==> config.mk <==
export PLATFORM = sky130hd
export DESIGN_NAME = uart_hex_word_assembler
export DESIGN_NICKNAME = d
export VERILOG_FILES = /design/src/rtl/uart_hex_word_assembler.sv
export SDC_FILE = /design/constraint.sdc
export NUM_CORES = 1
export LEC_CHECK = 0
export BUFFER_PORTS_ARGS = -buffer_cell sky130_fd_sc_hd__buf_2
export CAP_MARGIN = 20
export CORE_MARGIN = 4
export CORE_UTILIZATION = 38
export DETAILED_ROUTE_END_ITERATION = 8
export GPL_TIMING_DRIVEN = 0
export PLACE_DENSITY = 0.61
export SLEW_MARGIN = 20
export SYNTH_ARGS = -nofsm -noshare
export SYNTH_HDL_FRONTEND = slang
export SYNTH_SLANG_ARGS = --single-unit
==> constraint.sdc <==
create_clock -name clk -period 1.9 [get_ports clk]
set_input_delay 0.095 -clock clk [delete_from_list [all_inputs] [get_ports clk]]
set_output_delay 0.095 -clock clk [all_outputs]
set_load 0.005 [all_outputs]
==> src/rtl/uart_hex_word_assembler.sv <==
// Collects ASCII hex characters from the UART RX strobe into one right-aligned word,
// presents it on a terminator, and flags bad characters, overflow, drops and timeout.
module uart_hex_word_assembler #(
  parameter int          NDIG   = 4,
  parameter logic [7:0]  TERM   = 8'h0D,
  parameter int          TO_CYC = 50000,
  localparam int         WW     = 4 * NDIG,
  localparam int         CW     = $clog2(NDIG + 1)
) (
  input  logic          clk,
  input  logic          rst_n,
  input  logic [7:0]    rx_data,
  input  logic          rx_vld,
  output logic [WW-1:0] word,
  output logic          word_vld,
  input  logic          word_rdy,
  output logic          err,
  output logic [1:0]    err_code,
  output logic          busy,
  output logic [CW-1:0] dig_cnt,
  output logic [2:0]    dbg_state
);

  localparam int TW = (TO_CYC > 1) ? $clog2(TO_CYC) : 1;
  localparam logic [TW-1:0] TO_LAST  = TW'(TO_CYC - 1);
  localparam logic [CW-1:0] CNT_MAX  = CW'(NDIG);
  localparam logic [1:0]    E_TIMEOUT = 2'd0;
  localparam logic [1:0]    E_BADCHR  = 2'd1;
  localparam logic [1:0]    E_OVFL    = 2'd2;
  localparam logic [1:0]    E_DROP    = 2'd3;

  typedef enum logic [2:0] {
    S_IDLE    = 3'd0,
    S_ACC     = 3'd1,
    S_FULL    = 3'd2,
    S_DISCARD = 3'd3,
    S_HOLD    = 3'd4
  } state_t;

  state_t        state_q;
  logic [WW-1:0] word_q;
  logic          word_vld_q;
  logic          err_q;
  logic [1:0]    err_code_q;
  logic [CW-1:0] dig_cnt_q;
  logic [TW-1:0] to_cnt_q;

  logic          is_hex;
  logic          is_term;
  logic [3:0]    hex_val;
  logic [WW-1:0] word_shift;
  logic [CW-1:0] cnt_inc;
  logic          to_hit;

  always_comb begin
    is_hex  = 1'b1;
    hex_val = 4'd0;
    if (rx_data >= 8'h30 && rx_data <= 8'h39)
      hex_val = rx_data[3:0];
    else if ((rx_data >= 8'h41 && rx_data <= 8'h46) || (rx_data >= 8'h61 && rx_data <= 8'h66))
      hex_val = rx_data[3:0] + 4'd9;
    else
      is_hex = 1'b0;
  end

  assign is_term    = (rx_data == TERM);
  assign word_shift = (word_q << 4) | WW'(hex_val);
  assign cnt_inc    = dig_cnt_q + CW'(1);
  assign to_hit     = (TO_CYC != 0) && (to_cnt_q == TO_LAST);

  always_ff @(posedge clk or negedge rst_n) begin
    if (!rst_n) begin
      state_q    <= S_IDLE;
      word_q     <= '0;
      word_vld_q <= 1'b0;
      err_q      <= 1'b0;
      err_code_q <= E_TIMEOUT;
      dig_cnt_q  <= '0;
      to_cnt_q   <= '0;
    end else begin
      err_q <= 1'b0;
      unique case (state_q)
        S_IDLE: begin
          // An empty line (bare terminator) is silently ignored here.
          if (rx_vld && !is_term) begin
            to_cnt_q <= '0;
            if (is_hex) begin
              word_q    <= word_shift;
              dig_cnt_q <= cnt_inc;
              state_q   <= (cnt_inc == CNT_MAX) ? S_FULL : S_ACC;
            end else begin
              err_q      <= 1'b1;
              err_code_q <= E_BADCHR;
              state_q    <= S_DISCARD;
            end
          end
        end
        S_ACC, S_FULL, S_DISCARD: begin
          if (rx_vld) begin
            to_cnt_q <= '0;
            if (is_term) begin
              if (state_q == S_DISCARD) begin
                word_q    <= '0;
                dig_cnt_q <= '0;
                state_q   <= S_IDLE;
              end else begin
                word_vld_q <= 1'b1;
                state_q    <= S_HOLD;
              end
            end else if (state_q != S_DISCARD) begin
              if (is_hex && state_q == S_ACC) begin
                word_q    <= word_shift;
                dig_cnt_q <= cnt_inc;
                if (cnt_inc == CNT_MAX) state_q <= S_FULL;
              end else begin
                err_q      <= 1'b1;
                err_code_q <= is_hex ? E_OVFL : E_BADCHR;
                state_q    <= S_DISCARD;
              end
            end
          end else if (to_hit) begin
            err_q      <= 1'b1;
            err_code_q <= E_TIMEOUT;
            word_q     <= '0;
            dig_cnt_q  <= '0;
            to_cnt_q   <= '0;
            state_q    <= S_IDLE;
          end else if (TO_CYC != 0) begin
            to_cnt_q <= to_cnt_q + TW'(1);
          end
        end
        S_HOLD: begin
          // Bytes arriving while the word waits are lost, even on the accept cycle.
          if (rx_vld) begin
            err_q      <= 1'b1;
            err_code_q <= E_DROP;
          end
          if (word_rdy) begin
            word_q     <= '0;
            dig_cnt_q  <= '0;
            word_vld_q <= 1'b0;
            state_q    <= S_IDLE;
          end
        end
        default: state_q <= S_IDLE;
      endcase
    end
  end

  assign word      = word_q;
  assign word_vld  = word_vld_q;
  assign err       = err_q;
  assign err_code  = err_code_q;
  assign dig_cnt   = dig_cnt_q;
  assign busy      = (state_q != S_IDLE);
  assign dbg_state = state_q;

endmodule

==> results_dict.tcl, run 1 <==
set metrics [dict create \
    drv_slew 0 \
    hold_start "word_rdy" \
    synth_cells 284 \
    switching_power_w 0.00153 \
    row_count 29 \
    setup_viol_count_final 21 \
    crit_path_start_kind "flip-flop" \
    clk_transition_reported_paths_ns 0.09 \
    hold_ws_ns 0.107 \
    seq_power_share_pct 30.2 \
    drt_first_pass_iters 4 \
    critPathKind "flip-flop to flip-flop" \
    r2r_setup_slack_ns -0.18 \
    fillCellCount 590 \
    ys_seq_area_share_pct 40.2 \
    ir_drop_mv 0.780 \
    syn-num-nets 302 \
    viasPerCell 5.74 \
    grt_pass1_vias 2297 \
    synth_cell_types 52 \
    end_kind "flip-flop" \
    drive_above_1_share_pct 37.3 \
    yosysWarnings 0 \
    synth_common_cells "42 x dfrtp_1, 29 x inv_1, 23 x o21ai_0" \
    die_w_um 91.0 \
    rr_endpoint "word[6]" \
    syn_avg_cell_area_sq_um 9.21 \
    grt_max_degree 43 \
    synth_edf_count 0 \
    drt_iter0_markers 99 \
    yosysTopAreaCell "dfrtp_1" \
    nets 371 \
    postSynth.asyncResetShare_pct 100 \
    pwr-share-comb_pct 52.6 \
    period_needed_ns 2.08 \
    drt_wl_total_um 6950 \
    seq_area_sq_mm 0.00105 \
    powerDensity_mw_per_mm2 1170 \
    via_count 2474 \
    wl_per_cell_um 16.1 \
    core_area_sq_mm 0.00653 \
    hold_path.class "input pin to flip-flop" \
    clock_sinks 42 \
    cts_buffers 5 \
    hold_viol 0 \
    antennaDiodeCount 0 \
    clockRootBuffer "clkbuf_8" \
    p_int_w 0.00260 \
    cts_tree "yes" \
    cp.required_ns 2.12 \
    start_util_pct 40.0 \
    setup-tns-final_ns -3.25 \
    rsz0062_at_grt "true" \
    dp_hpwl_um 4470 \
    grt_usage_pct 16.1 \
    portBuffers 38 \
    yosys_most_used_dff "dfrtp_1" \
    min_to "word_vld" \
    r2r_start "dbg_state[1]" \
    grt_pass1_wl_um 11100 \
    yosysMostFrequentCell "dfrtp_1" \
    finalCritPeriodShare_pct 109 \
    antenna_found_initial 0 \
    synth_area_sq_mm 0.00262 \
    max-slew-margin-rel_pct 63.9 \
    cp_max_fo 10 \
    die-area_sq_mm 0.00827 \
    fin_ws_ns -0.177 \
    arrival_ns 2.30 \
    area_growth_pct 34.9 \
    min_path_cells 4 \
    die_h_um 91.0 \
    overflow 0 \
    insertion_delay_ns 0.30 \
    ant_nets 0 \
    swShare_pct 37.1 \
    synth_seq_cells 42 \
    synthTopCellsByArea "dfrtp_1 40%, o211ai_1 5.2%, o22ai_1 4.5%, o21ai_0 4.4%, inv_1 4.2%" \
    worstMarginPinSlew_ns 0.541 \
    multi_input_area_sq_mm 0.00161 \
    synth_top_area_share_pct 40.2 \
    violations "setup timing" \
    worstRegToRegCells 8 \
    fin_skew_ns 0.00994 \
    ios 39 \
    status "finished with violations" \
    clkPwrFrac_pct 17.2 \
    cap_violations 0 \
    gp_congestion 0.902 \
    htreeDepth 2 \
    max_freq_mhz 482 \
    drc_errors 0 \
    cts_buffer_depth 2 \
    leakage_nw 1.55 \
]
metrics by stage:
stage / cell area (sq um) / utilization (%) / cells / worst slack [ns] / power [W]
floorplan: 2630 / - / 284 / -0.162 / 0.00225
global placement: 2910 / 44.6 / 399 / -0.740 / 0.00271
detailed placement: 2910 / 44.6 / 399 / -0.775 / 0.00273
CTS: 3230 / 49.4 / 416 / -0.205 / 0.00378
global route: 3530 / 54.0 / 431 / -0.233 / 0.00440
finish: 3530 / 54.0 / 431 / -0.177 / 0.00413
what timing repair did:
| action | in CTS | in global routing |
|---|---|---|
| pin swaps | 3 | 9 |
| gates cloned | 0 | 1 |
| setup buffers | 9 | 16 |
| resized for setup | 22 | 39 |
| hold buffers | 1 | 0 |
| setup endpoints to repair | 33 | 33 |
| hold endpoints to repair | 33 | 0 |
worst max-delay path by stage:
stage                     slack, ns       end  cells past startpoint         start
after global placement        -0.74  word[11]                      9    rx_data[1]
after CTS                     -0.21  word[12]                      8  dbg_state[0]
after detailed placement      -0.77  word[12]                      9    rx_data[1]
after floorplan               -0.16   word[4]                      8  dbg_state[1]
final                         -0.18   word[6]                      8  dbg_state[1]
after global routing          -0.23   word[6]                      8  dbg_state[1]
layer usage:
layer,global-route usage (%),part of all wire (%),vias to the layer above
met4,4.77,0.95,0
met3,3.14,4.8,7
met2,24.9,46,66
met1,22.8,48,1192
met5,0,0,-
li1,-,-,1209
cell families after synthesis:
logic type / share of synthesized area [%]
DFF: 40.2
xor gates and xnor gates: 1.00
adders and majority gates: 2.87
buffers and inverters: 7.46
AOI/OAI and AO/OA: 25.5
and+or+nand+nor: 20.8
muxes: 2.15
power groups by stage:
stage	registers, W	clock network, W	logic (W)
3_3_place_gp	0.00125	0	0.00146
6_report	0.00125	0.000712	0.00217
4_1_cts	0.00122	0.000729	0.00183
2_1_floorplan	0.00125	0	0.000998
5_1_grt	0.00127	0.000775	0.00236
3_5_place_dp	0.00126	0	0.00147
cell type report:
class / instances / share of cell area (%)
Multi-Input combinational cell: 200 / 45.7
Sequential cell: 42 / 29.9
Timing Repair Buffer: 64 / 12.9
Inverter: 29 / 3.09
Tap cell: 77 / 2.73
Buffer: 11 / 2.59
Clock buffer: 6 / 2.06
Clock inverter: 2 / 1.06
registers in the layout, indices dropped and copies added (netlist names):
name	count
to_cnt_q	16
word	16
word_vld	1
err_code	2
dbg_state	3
err	1
dig_cnt	3
layout by cell type (no fill, tap or decap), drive strengths merged, types with 5 or more instances in the layout:
cell	count
and3	6
o21ai	25
nor2	12
a21oi	11
nand3	7
a22o	6
o22ai	19
nand4	6
buf	68
or3	6
clkbuf	12
nor3b	6
nor4	6
o211ai	18
dfrtp	42
a21o	5
nand2	16
inv	29
nor3	7
ha	6
mux2	5
critical path, stage by stage, from the launching register on:
cell and delay, ns:
dfrtp_2 0.41, buf_6 0.13, or4b_4 0.48, a221o_1 0.35, o221ai_4 0.10, a2111oi_4 0.06
buf_4 0.19, buf_6 0.15, o22ai_1 0.14
Note: power is estimated with default switching activity, not from simulation.
==> run 2, diff against run 1 <==
ABC_AREA = 1   (was not set)
==> run 2 against run 1 <==
  * Critical path depth is 2 higher
  * The run now ends clean
  * Clock skew shrank 0.0047 ns
  * Design area is 7.7% lower
  * Largest power group unchanged
  * Largest cell class unchanged
  * Combinational power shrank 22%
  * Critical endpoint is now word[11]
  * Sequential power down 4%
==> results_dict.tcl, run 2 <==
set metrics [dict create \
    hold_path.class "input pin to flip-flop" \
    clk_transition_reported_paths_ns 0.09 \
    ios 39 \
    hold_viol 0 \
    fin_skew_ns 0.00528 \
    yosys.area_share.simple_pct 42.3 \
    syn-num-nets 402 \
    crit_path_start_kind "flip-flop" \
    synthTopCellsByArea "dfrtp_1 38%, nand2_1 13%, inv_1 7.2%, nor2_1 7.2%, nand4_1 6.4%" \
    cts_buffer_depth 2 \
    insertion_delay_ns 0.29 \
    fillCellCount 745 \
    drt_wl_total_um 6500 \
    antennaDiodeCount 0 \
    grt_usage_pct 16.0 \
    fin_ws_ns 0.156 \
    critPathKind "flip-flop to flip-flop" \
    portBuffers 38 \
    ir_drop_mv 0.585 \
    status "completed" \
    leakage_nw 1.71 \
    grt_pass1_vias 2422 \
    yosysTopAreaCell "dfrtp_1" \
    dp_hpwl_um 4880 \
    synth_common_cells "97 x nand2_1, 53 x inv_1, 53 x nor2_1" \
    cts_tree "yes" \
    area_growth_pct 18.0 \
    overflow 0 \
    drive_above_1_share_pct 22.5 \
    synth_edf_count 0 \
    die-area_sq_mm 0.00868 \
    die_h_um 93.2 \
    multi_input_area_sq_mm 0.00144 \
    wl_per_cell_um 12.2 \
    synth.area.mux_share_pct 0 \
    cts_buffers 5 \
    synth_seq_cells 42 \
    yosysMostFrequentCell "nand2_1" \
    cap_violations 0 \
    pre_cts_ws_ns -0.0397 \
    yosysWarnings 0 \
    layout_commonest_cell "nand2_1" \
    htreeDepth 2 \
    setup-tns-final_ns 0 \
    start_util_pct 39.9 \
    cp_max_fo 10 \
    synth_cell_types 29 \
    antenna_found_initial 0 \
    max-slew-margin-rel_pct 63.2 \
    clock_sinks 42 \
    drt_iter0_markers 108 \
    seq_area_sq_mm 0.00105 \
    nets 453 \
    final_cell_mix "97 x nand2_1, 53 x inv_1, 50 x nor2_1" \
    end_kind "flip-flop" \
    gp_congestion 0.848 \
    grt_max_degree 43 \
    cp.required_ns 2.14 \
    die_w_um 93.2 \
    arrival_ns 1.98 \
    drv_slew 0 \
    synth_top_family_by_area "simple AND/OR/NAND/NOR gates" \
    row_count 30 \
    drc_errors 0 \
    ys_seq_area_share_pct 38.1 \
    synth_adder_area_share_pct 2.72 \
    finalCritPeriodShare_pct 91.8 \
    clockRootBuffer "clkbuf_8" \
    postSynth.asyncResetShare_pct 100 \
    grt_pass1_wl_um 11300 \
    synth_compound_area_share_pct 5.40 \
    synth_cells 384 \
    syn_avg_cell_area_sq_um 7.18 \
    setup_viol_count_final 0 \
    viasPerCell 4.87 \
    core_area_sq_mm 0.00691 \
    yosys_most_used_dff "dfrtp_1" \
    via_count 2590 \
    drt_first_pass_iters 4 \
    ant_nets 0 \
    worstMarginPinSlew_ns 0.552 \
    powerDensity_mw_per_mm2 1110 \
    max_freq_mhz 573 \
    period_needed_ns 1.74 \
    synth_area_sq_mm 0.00276 \
    synth_xor_area_share_pct 0.953 \
    synth_top_area_share_pct 38.1 \
]
## run 2: cell count changes after synthesis, sizes merged, moves of 17 or more
cell    previous run  this run
o211ai            18         1
nand3              7        29
nand4              6        29
nand2             16       112
inv               29        59
nor2              12        62
o22ai             19         1
## run 2: final timing paths
kind	start	end	slack [ns]	cells past startpoint
max	to_cnt_q[0]	word[11]	0.16	10
min	word_rdy	word_vld	0.09	4
max reg2reg	to_cnt_q[0]	word[11]	0.16	10
min reg2reg	word[14]	word[14]	0.47	2
max in group asynchronous	rst_n	dbg_state[2]	1.17	2
min in group asynchronous	rst_n	to_cnt_q[5]	0.33	2
## run 2: power by group
part	total [W]	switching, W	internal, W	leakage (nW)
Combinational	0.00169	0.00106	0.000637	1.09
Sequential	0.00120	0.000142	0.00105	0.568
Clock	0.000718	0.000325	0.000393	0.0514
Total	0.00361	0.00152	0.00208	1.71
## run 2: layout make-up
class,instances,share of cell area (%)
Buffer,7,2.11
Clock buffer,6,2.23
Clock inverter,2,1.15
Inverter,59,6.81
Multi-Input combinational cell,276,44.1
Sequential cell,42,32.4
Tap cell,96,3.69
Timing Repair Buffer,44,7.50
## run 2: layer usage
layer,vias to the layer above,routed length (um),global-route usage [%],part of all wire (%)
met1,1201,2950,20.0,45
li1,1329,-,-,-
met3,4,240,2.57,3.7
met5,-,0,0,0
met2,56,3230,28.0,50
met4,0,82,5.25,1.3
## run 2: critical path: stages (launching register included)
cell and delay [ns]:
dfrtp_1 0.41, ha_4 0.18, nand3_4 0.10, nor2_4 0.10, nand2_2 0.08, nand2_4 0.09
nand2_4 0.07, nor3_4 0.30, buf_6 0.19, nand4_1 0.08, nand2_1 0.08
## run 2: logic make-up after synthesis
family | count (synthesis)
flip-flops | 42
adder cells (fa/ha/maj) | 6
AO/OA/AOI/OAI | 27
buffers and inverters | 66
XOR/XNOR | 3
AND/OR/NAND/NOR | 240
## run 2: per-stage QoR
| stage | power [W] | util, % | instances | instance area [sq um] | hold slack, ns |
|---|---|---|---|---|---|
| global placement | 0.00277 | 44.4 | 518 | 3070 | 0.316 |
| finish | 0.00361 | 47.1 | 532 | 3250 | 0.0884 |
| global route | 0.00392 | 47.1 | 532 | 3250 | 0.139 |
| floorplan | 0.00229 | - | 384 | 2760 | -0.201 |
| detailed placement | 0.00279 | 44.4 | 518 | 3070 | 0.321 |
| CTS | 0.00359 | 46.5 | 530 | 3210 | 0.0773 |
## run 2: repair_timing
action | in CTS | in global routing
setup endpoints to repair | 10 | 23
hold endpoints to repair | 13 | 0
buffers inserted | 3 | 2
hold buffers | 1 | 0
resized for setup | 1 | 7
pin swaps | 2 | 2
==> run 3, diff against run 2 <==
CORE_UTILIZATION = 52   (was 38)
PLACE_DENSITY = 0.78   (was 0.61)
==> run 3 against run 2 <==
  * Sequential share of layout area up 0.61 points
  * Count of clock-buffer cells in the layout up 1
  * Utilization up 15 points
  * Register-to-register slack worse by 0.07 ns
  * Global-route usage up 4.2 points
  * Design area down 1.6%
  * Final cell count down 4.9%
  * Critical path depth up 1
  * Clock power down 18%
  * Non-clock buffer count unchanged
==> results_dict.tcl, run 3 (synthesized netlist as in run 2, its figures left out) <==
set metrics [dict create \
    final_util_pct 62.3 \
    layout_commonest_cell "nand2_1" \
    htreeDepth 2 \
    max_freq_mhz 550 \
    ir_drop_mv 0.625 \
    crit_path_start_kind "flip-flop" \
    period_needed_ns 1.82 \
    clk_transition_reported_paths_ns 0.08 \
    hold_start "word_rdy" \
    r2r_start "to_cnt_q[0]" \
    hold_ws_ns 0.0985 \
    nets 453 \
    cts_tree "yes" \
    grt_pass1_wl_um 10600 \
    startpoint "to_cnt_q[0]" \
    leakage_nw 1.70 \
    cap_violations 0 \
    drc_errors 0 \
    clockRootBuffer "clkbuf_8" \
    portBuffers 38 \
    drt_iter0_markers 151 \
    drv_slew 0 \
    antennaDiodeCount 0 \
    grt_usage_pct 20.2 \
    cts_buffer_depth 2 \
    drive_above_1_share_pct 22.7 \
    start_util_pct 53.7 \
    viasPerCell 5.18 \
    max-slew-margin-rel_pct 37.7 \
    overflow 0 \
    rsz0062_at_grt "true" \
    grt_pass1_vias 2378 \
    setup_viol_count_final 0 \
    final_cell_mix "97 x nand2_1, 53 x inv_1, 51 x nor2_1" \
    clock_sinks 42 \
    row_count 26 \
    fin_skew_ns 0.00756 \
    dp_hpwl_um 4590 \
    area_growth_pct 16.1 \
    end_kind "flip-flop" \
    drt_wl_total_um 6150 \
    grt_max_degree 43 \
    ant_nets 0 \
    die_h_um 80.8 \
    cts_buffers 5 \
    worstMarginPinSlew_ns 0.934 \
    antenna_found_initial 0 \
    critPathKind "flip-flop to flip-flop" \
    ios 39 \
    status "completed" \
    wl_per_cell_um 12.2 \
    drt_first_pass_iters 5 \
    insertion_delay_ns 0.29 \
    die-area_sq_mm 0.00653 \
    cp_max_fo 10 \
    finalCritPeriodShare_pct 95.7 \
    arrival_ns 1.99 \
    hold_path.class "input pin to flip-flop" \
    die_w_um 80.8 \
    cp.required_ns 2.07 \
    gp_congestion 0.848 \
    via_count 2622 \
    core_area_sq_mm 0.00514 \
    hold_viol 0 \
    powerDensity_mw_per_mm2 1080 \
]
## run 3: what timing repair did
action                                 CTS  global route
resized for setup                        1             8
hold buffers                             1             0
pin swaps                                0             2
setup endpoints to repair               10            18
gates cloned                             0             0
buffers inserted                         0             5
endpoints found under the hold margin   42             0
## run 3: worst paths after layout
kind                            cells past startpoint           end  slack, ns
worst max-delay path                               11      word[11]       0.08
worst min-delay path                                4      word_vld        0.1
worst max register to register                     11      word[11]       0.08
worst min register to register                      2      word[15]       0.48
max in group asynchronous                           2  to_cnt_q[11]       0.79
min in group asynchronous                           2   to_cnt_q[6]       0.48
## run 3: critical path: stages (launching register included)
cell	delay (ns)
dfrtp_2	0.41
ha_4	0.17
nand3_4	0.10
nor2_4	0.12
nand2_2	0.09
nand2_4	0.10
nand2_4	0.07
nor2_4	0.15
nand4_4	0.17
buf_6	0.19
nand2_1	0.07
nand2_1	0.07
## run 3: cell type report
class / instances / area, sq um
fillers: 499 / 1940
multi-input cells: 276 / 1440
flip-flops and latches: 42 / 1060
repair buffers: 44 / 238
inverters: 59 / 221
well taps: 70 / 87.6
clock buffers: 7 / 86.3
plain buffers: 7 / 68.8
clock inverters: 1 / 5.00
## run 3: power by group
part | total [W] | internal [W] | switching (W)
clock network | 0.000589 | 0.000293 | 0.000296
registers | 0.00119 | 0.00105 | 0.000138
logic | 0.00167 | 0.000631 | 0.00104
## run 3: metal layers
layer  vias up  wire length, um  GRT usage, %  part of all wire (%)
met1      1224             2760          25.9                    45
met2        59             3020          34.5                    49
met4         0              121          6.93                   2.0
met3        10              245          3.44                   4.0
met5         -                0             0                     0
li1       1329                -             -                     -
## run 3: metrics by stage
step | power (W) | TNS (ns) | std cells | instance area, sq um | worst slack (ns)
2_1_floorplan | 0.00229 | 0 | 384 | 2760 | 0.220
5_1_grt | 0.00374 | -0.0625 | 506 | 3200 | -0.0497
3_3_place_gp | 0.00273 | 0 | 492 | 3040 | 0.0243
6_report | 0.00346 | 0 | 506 | 3200 | 0.0820
3_5_place_dp | 0.00276 | 0 | 492 | 3040 | 0.000170
4_1_cts | 0.00337 | 0 | 501 | 3140 | 0.0136
